### src/rtl/i2s_tx.sv
// I2S serializer: stereo pairs go out MSB-first in 32-bit slots, SCLK/LRCLK divided from Clk; optional I2S_TX_UNDERRUN_CNT_EN.
// One-pair holding register (in_ready low while full); a frame load with it empty repeats the last pair.
module i2s_tx #(
   parameter int SCLK_DIV = 8,
   parameter int SAMPLE_W = 16
) (
   input  logic                Clk,
   input  logic                Reset,
   input  logic [SAMPLE_W-1:0] in_left,
   input  logic [SAMPLE_W-1:0] in_right,
   input  logic                in_valid,
   output logic                in_ready,
   output logic                sclk,
   output logic                lrclk,
   output logic                sdata,
   output logic                frame_tick,
   output logic                underrun
`ifdef I2S_TX_UNDERRUN_CNT_EN
   ,
   output logic [15:0]         underrun_count
`endif
);

   localparam int DIV_W = (SCLK_DIV > 1) ? $clog2(SCLK_DIV) : 1;

   logic [DIV_W-1:0]    r_div_cnt;
   logic                r_sclk;
   logic                r_lrclk;
   logic                r_sdata;
   logic [5:0]          r_bit_cnt;
   logic [SAMPLE_W-1:0] r_left;
   logic [SAMPLE_W-1:0] r_right;
   logic [SAMPLE_W-1:0] r_hold_l;
   logic [SAMPLE_W-1:0] r_hold_r;
   logic                r_hold_full;

   logic                w_tick;
   logic                w_fall;
   logic                w_load;
   logic                w_accept;
   logic                w_bit;
   logic [5:0]          w_nxt;
   logic [SAMPLE_W-1:0] w_sample;

   assign w_tick   = (r_div_cnt == DIV_W'(SCLK_DIV - 1));
   assign w_fall   = w_tick & r_sclk;
   assign w_nxt    = r_bit_cnt + 6'd1;
   assign w_load   = w_fall & (w_nxt == 6'd0);
   assign w_accept = in_valid & ~r_hold_full;
   assign w_sample = w_nxt[5] ? r_right : r_left;

   // Slot position p carries sample bit SAMPLE_W-p; p==0 is the I2S delay bit, p>SAMPLE_W is padding.
   always_comb begin
      w_bit = 1'b0;
      for (int i = 0; i < SAMPLE_W; i++) begin
         if (w_nxt[4:0] == 5'(SAMPLE_W - i)) w_bit = w_sample[i];
      end
   end

   always_ff @(posedge Clk) begin
      if (Reset) begin
         r_div_cnt   <= '0;
         r_sclk      <= 1'b0;
         r_lrclk     <= 1'b0;
         r_sdata     <= 1'b0;
         r_bit_cnt   <= '0;
         r_left      <= '0;
         r_right     <= '0;
         r_hold_l    <= '0;
         r_hold_r    <= '0;
         r_hold_full <= 1'b0;
      end else begin
         if (w_tick) begin
            r_div_cnt <= '0;
            r_sclk    <= ~r_sclk;
         end else begin
            r_div_cnt <= r_div_cnt + DIV_W'(1);
         end
         if (w_fall) begin
            r_bit_cnt <= w_nxt;
            r_lrclk   <= w_nxt[5];
            r_sdata   <= w_bit;
         end
         if (w_load && r_hold_full) begin
            r_left      <= r_hold_l;
            r_right     <= r_hold_r;
            r_hold_full <= 1'b0;
         end
         // Accept only happens when empty, so it never races the load that drains holding.
         if (w_accept) begin
            r_hold_full <= 1'b1;
            r_hold_l    <= in_left;
            r_hold_r    <= in_right;
         end
      end
   end

   assign in_ready   = ~r_hold_full;
   assign sclk       = r_sclk;
   assign lrclk      = r_lrclk;
   assign sdata      = r_sdata;
   assign frame_tick = w_load & ~Reset;
   assign underrun   = w_load & ~r_hold_full & ~Reset;

`ifdef I2S_TX_UNDERRUN_CNT_EN
   logic [15:0] r_urun_cnt;

   always_ff @(posedge Clk) begin
      if (Reset) begin
         r_urun_cnt <= '0;
      end else if (underrun && (r_urun_cnt != 16'hFFFF)) begin
         r_urun_cnt <= r_urun_cnt + 16'd1;
      end
   end

   assign underrun_count = r_urun_cnt;
`endif

endmodule

### config.mk
export PLATFORM = sky130hd
export DESIGN_NAME = i2s_tx
export DESIGN_NICKNAME = d
export VERILOG_FILES = /design/src/rtl/i2s_tx.sv
export SDC_FILE = /design/constraint.sdc
export NUM_CORES = 1
export LEC_CHECK = 0
export ABC_AREA = 0
export CORE_ASPECT_RATIO = 1.25
export CORE_MARGIN = 4
export CORE_UTILIZATION = 35
export CTS_CLUSTER_SIZE = 14
export DETAILED_ROUTE_END_ITERATION = 10
export GPL_TIMING_DRIVEN = 0
export PLACE_DENSITY = 0.65
export SYNTH_ARGS = -nofsm -noshare
export SYNTH_HDL_FRONTEND = slang
export SYNTH_SLANG_ARGS = --single-unit
### constraint.sdc
create_clock -name Clk -period 2.3 [get_ports Clk]
set_input_delay 0.46 -clock Clk [delete_from_list [all_inputs] [get_ports Clk]]
set_output_delay 0.46 -clock Clk [all_outputs]
set_load 0.005 [all_outputs]
After elaboration in Yosys (flattened, before gate mapping)
Index checks and enable logic that the tools add are counted.
{"block": "totals", "reg_bits": 77, "output_inout_bits": 6, "elab_cells": 61, "inputBits": 35}
{"block": "classes", "addsub": 2, "n_eq_ne": 17, "mux": 19, "reduce_logical": 4, "bitwise": 9}
{"operator": "$eq A5 B4 Y1 const B", "n": 8}
{"operator": "$eq A5 B3 Y1 const B", "n": 4}
{"operator": "$mux W1", "n": 18}
{"operator": "$mux W16", "n": 1}
{"operator": "$eq A5 B2 Y1 const B", "n": 2}
{"operator": "$add A6 B1 Y6 const B", "n": 1}
{"operator": "$and A1 B1 Y1", "n": 6}
{"operator": "$logic_not A6 Y1", "n": 1}
{"operator": "$eq A5 B1 Y1 const B", "n": 1}
{"operator": "$eq A5 B5 Y1 const B", "n": 1}
{"operator": "$add A3 B1 Y3 const B", "n": 1}
{"operator": "$eq A3 B3 Y1 const B", "n": 1}
{"operator": "$not A1 Y1", "n": 3}
{"operator": "$reduce_bool A2 Y1", "n": 1}
{"operator": "$reduce_or A2 Y1", "n": 1}
{"operator": "$logic_and A1 B1 Y1", "n": 1}

Longest topological paths before layout
{"block": "logic_depth", "depth_word": 18, "mapped_depth": 11, "mapped_depth_nobuf": 8}

Worst setup path after synthesis
No wires, ideal clock.
{"block": "synth_timing", "path_kind": "flip-flop to output port", "start": "register r_bit_cnt[1]", "end": "output underrun", "n_path_buf": 1, "t_arrival_ns": 1.740, "required_ns": 1.840, "path_slack_ns": 0.100, "path_stages_with_launch": 8, "cell_sequence": "dfxtp_1 > ha_1 > buf_1 > nand2_1 > a2bb2oi_1 > nor4b_4 > nor2b_1 > and2_1"}
{"block": "synth_between", "elab_chain_cells": 5}
{"item": "start, declared", "line": "30", "text": "logic [5:0] r_bit_cnt;"}
{"item": "start signal, assigned", "line": "80", "text": "r_bit_cnt <= w_nxt;"}
{"item": "$add A6 B1 Y6", "line": "47", "text": "assign w_nxt = r_bit_cnt + 6'd1;"}
{"item": "$logic_not A6 Y1", "line": "48", "text": "assign w_load = w_fall & (w_nxt == 6'd0);"}
{"item": "$and A1 B1 Y1", "line": "48"}
{"item": "$and A1 B1 Y1 (2 in series)", "line": "103", "text": "assign underrun = w_load & ~r_hold_full & ~Reset;"}
{"item": "end, declared", "line": "17", "text": "output logic underrun"}
Every way passes these cells.

Worst setup path in the final report
{"block": "layout_timing", "start": "register r_bit_cnt[4]", "end": "output underrun"}
The elaborated chain is that of the path after synthesis.

==> results.toml <==
[power]
ir_drop_uv = 403
totalPowerFinal_mw = 3.10
powerDensity_mw_per_mm2 = 676
leakage_nw = 1.69

[synthesis]
synth-edff-count = 0
synth_top_area_share_pct = 45.0
post-synth-top-area-cell = "dfxtp_1"
postSynthCellCount = 421
synth-seq-area-share_pct = 45.0
syn_area_per_cell_sq_um = 8.03
synth_cell_types = 50
ys_seq_elements = 76
syn_nets = 463
syn_area_sq_mm = 0.00338
synth_flop_cell = "dfxtp_1"
synthArstFlopShare_pct = 0
yosysWarnings = 0
ys_top_cells_by_area = "dfxtp_1, nand2_1, a21oi_1"

[routing]
wl_per_cell_microns = 14.1
firstDrtPassIters = 4
wirelength_microns = 8670
drt_iter0_drc = 111
drc_errors = 0
via_per_inst = 4.94
vias = 3037
antenna_left = 0

[sta]
fmax_mhz = 420
worst_pin_slew_ns = 0.567
slew_headroom_pct = 62.2
period_share_pct = 104
skew_ns = 0.00490
setup_tns_ns = -0.0811
rsz0062_at_grt = "yes"
worst_slack_ns = -0.0811
setup_viol = 1
final_hold_viol_count = 0
hold_slack_ns = 0.419
drv_slew = 0
layout_min_cycle_time_ns = 2.38

[clock_network]
clk_path_buf_depth = 2
cts_tree = "built"
ctsHtreeMaxLevel = 3
clk_pin_slew_ns = 0.06
cts.sinks = 76
cts_buffers = 9
clock-root-buffer = "clkbuf_16"
insertion_delay_ns = 0.33

[setup_path]
worstSetupPathType = "register to primary output"
path_max_fanout = 6
rrSetupSlack_ns = 0.07
path_buf_inv = 2
critPathRequiredTime_ns = 1.84
crit_path_cell_trace = "buf_6 > nand2_4 > or3_4 > and2_4 > nor4b_4 > nor2b_4 > and2_1 > buf_2"
slowest_stage = "or3_4"
crit_path_end_kind = "primary output"
startpoint_type = "register"
cp.arrival_ns = 1.92
cp_slowest_stage_delay_ns = 0.38
crit_family = "simple AND/OR/NAND/NOR gates"

[floorplan]
die_w_microns = 95.9
core_sq_mm = 0.00927
initial_core_util_pct = 36.5
io_pins = 41
die_h_microns = 118
die_area_sq_mm = 0.0113
rows = 39

[run_status]
violations = "setup timing"
status = "finished, violations left"

[placed_design]
dpl.hpwl_microns = 6270
pre_cts_ws_ns = -0.696
gp_congestion = 0.882
dpl_cell_area_sq_mm = 0.00394
port-buffer-count = 40

[layout]
syn2layout_area_growth_pct = 35.4
drive_above_1_share_pct = 17.1
final_common_cell = "nand2_1"
nets = 529
fin_area_sq_mm = 0.00458
final_cell_mix = "nand2_1, a21oi_1, dfxtp_1"
diodes = 0

[job]
cap_violations = 0

[global_route]
grt-ovfl-total = 0
grt_pass1_vias = 2827
grt_usage_pct = 15.6
grt_max_degree = 14
antenna_found_initial = 0
grt_pass1_wl_microns = 13700

[hold_path]
min_path_type = "register to register"
[layout make-up]
type	instances	area, sq um
Timing Repair Buffer	58	549
Buffer	26	153
Tap cell	123	154
Fill cell	885	4690
Inverter	5	18.8
Sequential cell	76	1530
Clock buffer	11	253
Clock inverter	5	83.8
Multi-Input combinational cell	311	1840
[kinds of logic (layout without fill, tap and decap cells)]
kind of cell             after synthesis  in the layout  share of synthesized area (%)
XOR/XNOR                               6              6                           1.55
AND/OR/NAND/NOR                      185            185                           24.0
buffers and inverters                 34            105                           4.96
AO/OA/AOI/OAI                        100            100                           17.9
flip-flops                            76             76                           45.0
multiplexers                          13             13                           3.92
adder cells (fa/ha/maj)                7              7                           2.59
[through the flow]
step	util (%)	std cells
finish	49.4	615
global route	49.4	615
CTS	48.5	611
detailed placement	42.5	584
global placement	42.5	584
floorplan	-	421
[worst paths after layout]
path	startpoint	to	cells after the start
max	r_bit_cnt[4]	underrun	8
min	r_div_cnt[0]	r_div_cnt[0]	1
max reg2reg	r_bit_cnt[4]	sdata	10
min reg2reg	r_div_cnt[0]	r_div_cnt[0]	1
[per-layer routing]
metal | GRT usage, % | routed length, microns | vias up
met4 | 6.67 | 221 | 0
met3 | 2.88 | 229 | 16
met1 | 19.0 | 3760 | 1426
met5 | 0 | 0 | -
li1 | - | - | 1545
met2 | 26.4 | 4460 | 50
[sequential cells by signal, indices dropped and copies added (netlist names)]
register and cells:
r_right 16, lrclk 1, r_left 16, sclk 1
r_bit_cnt 5, r_hold_full 1, r_hold_r 16, r_div_cnt 3
sdata 1, r_hold_l 16
[Yosys cell counts (all sizes together), types with 3 or more instances]
cell type    n
nand3        5
a21oi       70
nand2b       4
nor2        14
and2         4
nor3b        4
ha           7
o21ai        5
xnor2        4
buf         13
mux2i       11
nor3         4
nand2      139
nor2b        4
dfxtp       76
or3          3
inv          5
clkbuf      16
[report_power, final]
| group | total [mW] | switching (mW) | leakage, nW | internal [mW] |
|---|---|---|---|---|
| Sequential | 1.37 | 0.0202 | 0.621 | 1.35 |
| Clock | 1.56 | 0.547 | 0.158 | 1.01 |
| Combinational | 0.168 | 0.0825 | 0.911 | 0.0859 |
| Total | 3.10 | 0.650 | 1.69 | 2.45 |
[what timing repair did]
action,4_1_cts,5_1_grt
buffers inserted,14,4
gates cloned,0,0
gates resized for setup,43,13
hold buffers,0,0
endpoints found under the setup margin,34,3
pin swaps,8,10
No activity file was read; power rests on OpenSTA's default activity.
==> patch (same settings) <==
Add a define of `I2S_TX_UNDERRUN_CNT_EN`.
--- a/src/rtl/i2s_tx.sv
+++ b/src/rtl/i2s_tx.sv
@@ -1,4 +1,6 @@
 // I2S serializer: stereo pairs go out MSB-first in 32-bit slots, SCLK/LRCLK divided from Clk; optional I2S_TX_UNDERRUN_CNT_EN.
 // One-pair holding register (in_ready low while full); a frame load with it empty repeats the last pair.
+`define I2S_TX_UNDERRUN_CNT_EN
+
 module i2s_tx #(
    parameter int SCLK_DIV = 8,
Check against the original RTL (old outputs only; new: underrun_count): equivalent (equiv_simple and equiv_induct, registers matched by name and starting in step).
==> patch against the unedited design <==
The run still ends with negative setup slack left. Area after synthesis increased by 23%. Non-clock buffer count increased by 35. Hold slack improved by 0.0064 ns. Routed wire length increased by 42%. Count of clock-buffer cells in the layout unchanged. Clock power increased by 5%. Final area increased by 36%. Utilization increased by 4.3 points. Combinational power increased by 8%. Total power increased by 13%. Sequential cell count increased by 16. Worst setup slack got worse by 0.10 ns. Critical endpoint is now frame_tick. Largest power group is now sequential cells. Highest routed layer unchanged.
==> patch: results <==
group,metric,value,unit
logic_synthesis,synth_area_leaders,"dfxtp_1 44%, nand2_1 14%, a21oi_1 9.4%",
place,dp_hpwl,7980,um
detailed_routing,drtIter0Drc,134,
logic_synthesis,synth_cell_types,57,
logic_synthesis,synth_nets,570,
finish,fillers,1066,
finish,final_nets,669,
global_route,grt_pass1_wl,18400,um
place,place_congestion,0.897,
finish,drive_gt1_share,27.3,%
sta,clock_skew,0.00606,ns
place,dpl_cell_area,4910,sq um
setup_path,r2r_slack,-0.11,ns
place,place_ws,-0.611,ns
sta,worst_pin_slew,0.718,ns
sta,finalSetupViolations,9,
detailed_routing,first_pass_iters,4,
detailed_routing,routed_via_density,5.09,
clock_network,clockRootBuffer,"clkbuf_16",
clock_network,cts_buffer_depth,2,
clock_network,htree_levels,3,
status,status,"complete, but fails checks",
place,port_buffers,56,
logic_synthesis,async_flop_share,0,%
setup_path,r2r-end,"sdata",
setup_path,r2r-start,"r_bit_cnt[0]",
logic_synthesis,ys_warn_count,0,
clock_network,ctsHoldBuffers,0,
sta,hold_ws,0.425,ns
detailed_routing,route.vias.total,4029,
logic_synthesis,ys_seq_area_share,44.4,%
worst_hold_path,hp-class,"reg2reg",
setup_path,worstPathMaxFanout,8,
setup_path,crit_path_top_delay_cell,"a2111oi_4",
power,vdd.ir_drop.worst,0.311,mV
setup_path,worst_r2r_path_depth,10,
worst_hold_path,hold_end,"r_div_cnt[0]",
power,powerDensity,559,nW/um^2
worst_hold_path,worstHoldStart,"r_div_cnt[0]",
place,dp_cells,744,
detailed_routing,finalWirelength,12300,um
finish,antenna_cells,0,
sta,fin_setup_tns,-0.750,ns
clock_network,cts.clk_slew.worst_paths,0.07,ns
logic_synthesis,syn_avg_cell_area,7.87,sq um
clock_network,cts_inserted_buffers,9,
worst_hold_path,hold_depth,1,
global_route,grt.total_usage,16.8,%
global_route,grt_pass1_vias,3858,
status,violations,"negative setup slack",
global_route,grt_max_degree,16,
setup_path,path_delay_family,"compound AO/OA/AOI/OAI gates",
global_route,grt_antenna_before_repair,0,
clock_network,worstSkewPairLatency,0.34,ns
logic_synthesis,netlist_top_cells_count,"152 x nand2_1, 92 x dfxtp_1, 78 x a21oi_1",
sta,fin_ws,-0.185,ns
setup_path,slowest_delay,0.40,ns
setup_path,crit_arrival,2.03,ns
power,p_leak,0.00254,uW
patch: kinds of logic (layout without fill, tap and decap cells):
kind of cell,after synthesis,count (layout),share of synthesized area [%]
AO/OA/AOI/OAI,120,120,17.1
XOR/XNOR,11,11,2.32
adder cells (fa/ha/maj),8,8,2.41
buffers and inverters,44,147,4.43
flip-flops,92,92,44.4
multiplexers,13,13,3.35
AND/OR/NAND/NOR,239,240,26.0
patch: area by class of cell:
cell class	instances	share of cell area, %
inverter	12	0.722
clock buffer	11	4.05
tap	161	3.23
timing repair buffer	89	14.6
multi-input combinational	392	42.8
clock inverter	5	1.30
buffer	30	3.59
sequential	92	29.7
patch: layer usage:
metal  GRT usage [%]  up-vias  part of all wire, %
li1                -     1993                    -
met1            18.1     1914                   39
met2            31.3       85                   54
met3            2.87       37                  2.9
met4            8.96        0                  4.1
met5               0        -                    0
patch: repair_timing:
| item | CTS | global route |
|---|---|---|
| setup endpoints to repair | 52 | 47 |
| resized for setup | 63 | 130 |
| endpoints found under the hold margin | 0 | 0 |
| gates cloned | 1 | 5 |
| setup buffers | 25 | 4 |
| pin swaps | 19 | 63 |
patch: worst max-delay path by stage:
| stage | startpoint | slack (ns) | end | cells past startpoint |
|---|---|---|---|---|
| floorplan | r_bit_cnt[0] | 0.01 | underrun_count[7] | 9 |
| global placement | r_bit_cnt[0] | -0.56 | underrun | 7 |
| detailed placement | r_bit_cnt[0] | -0.61 | underrun | 7 |
| CTS | r_bit_cnt[1] | -0.15 | frame_tick | 8 |
| global route | r_bit_cnt[1] | -0.25 | frame_tick | 7 |
| finish | r_bit_cnt[1] | -0.19 | frame_tick | 7 |
patch: report_power, final:
group,total (uW),switching (uW),internal [uW]
clock network,1640,628,1010
registers,1660,36.0,1630
logic,182,95.1,86.4
total,3490,759,2730
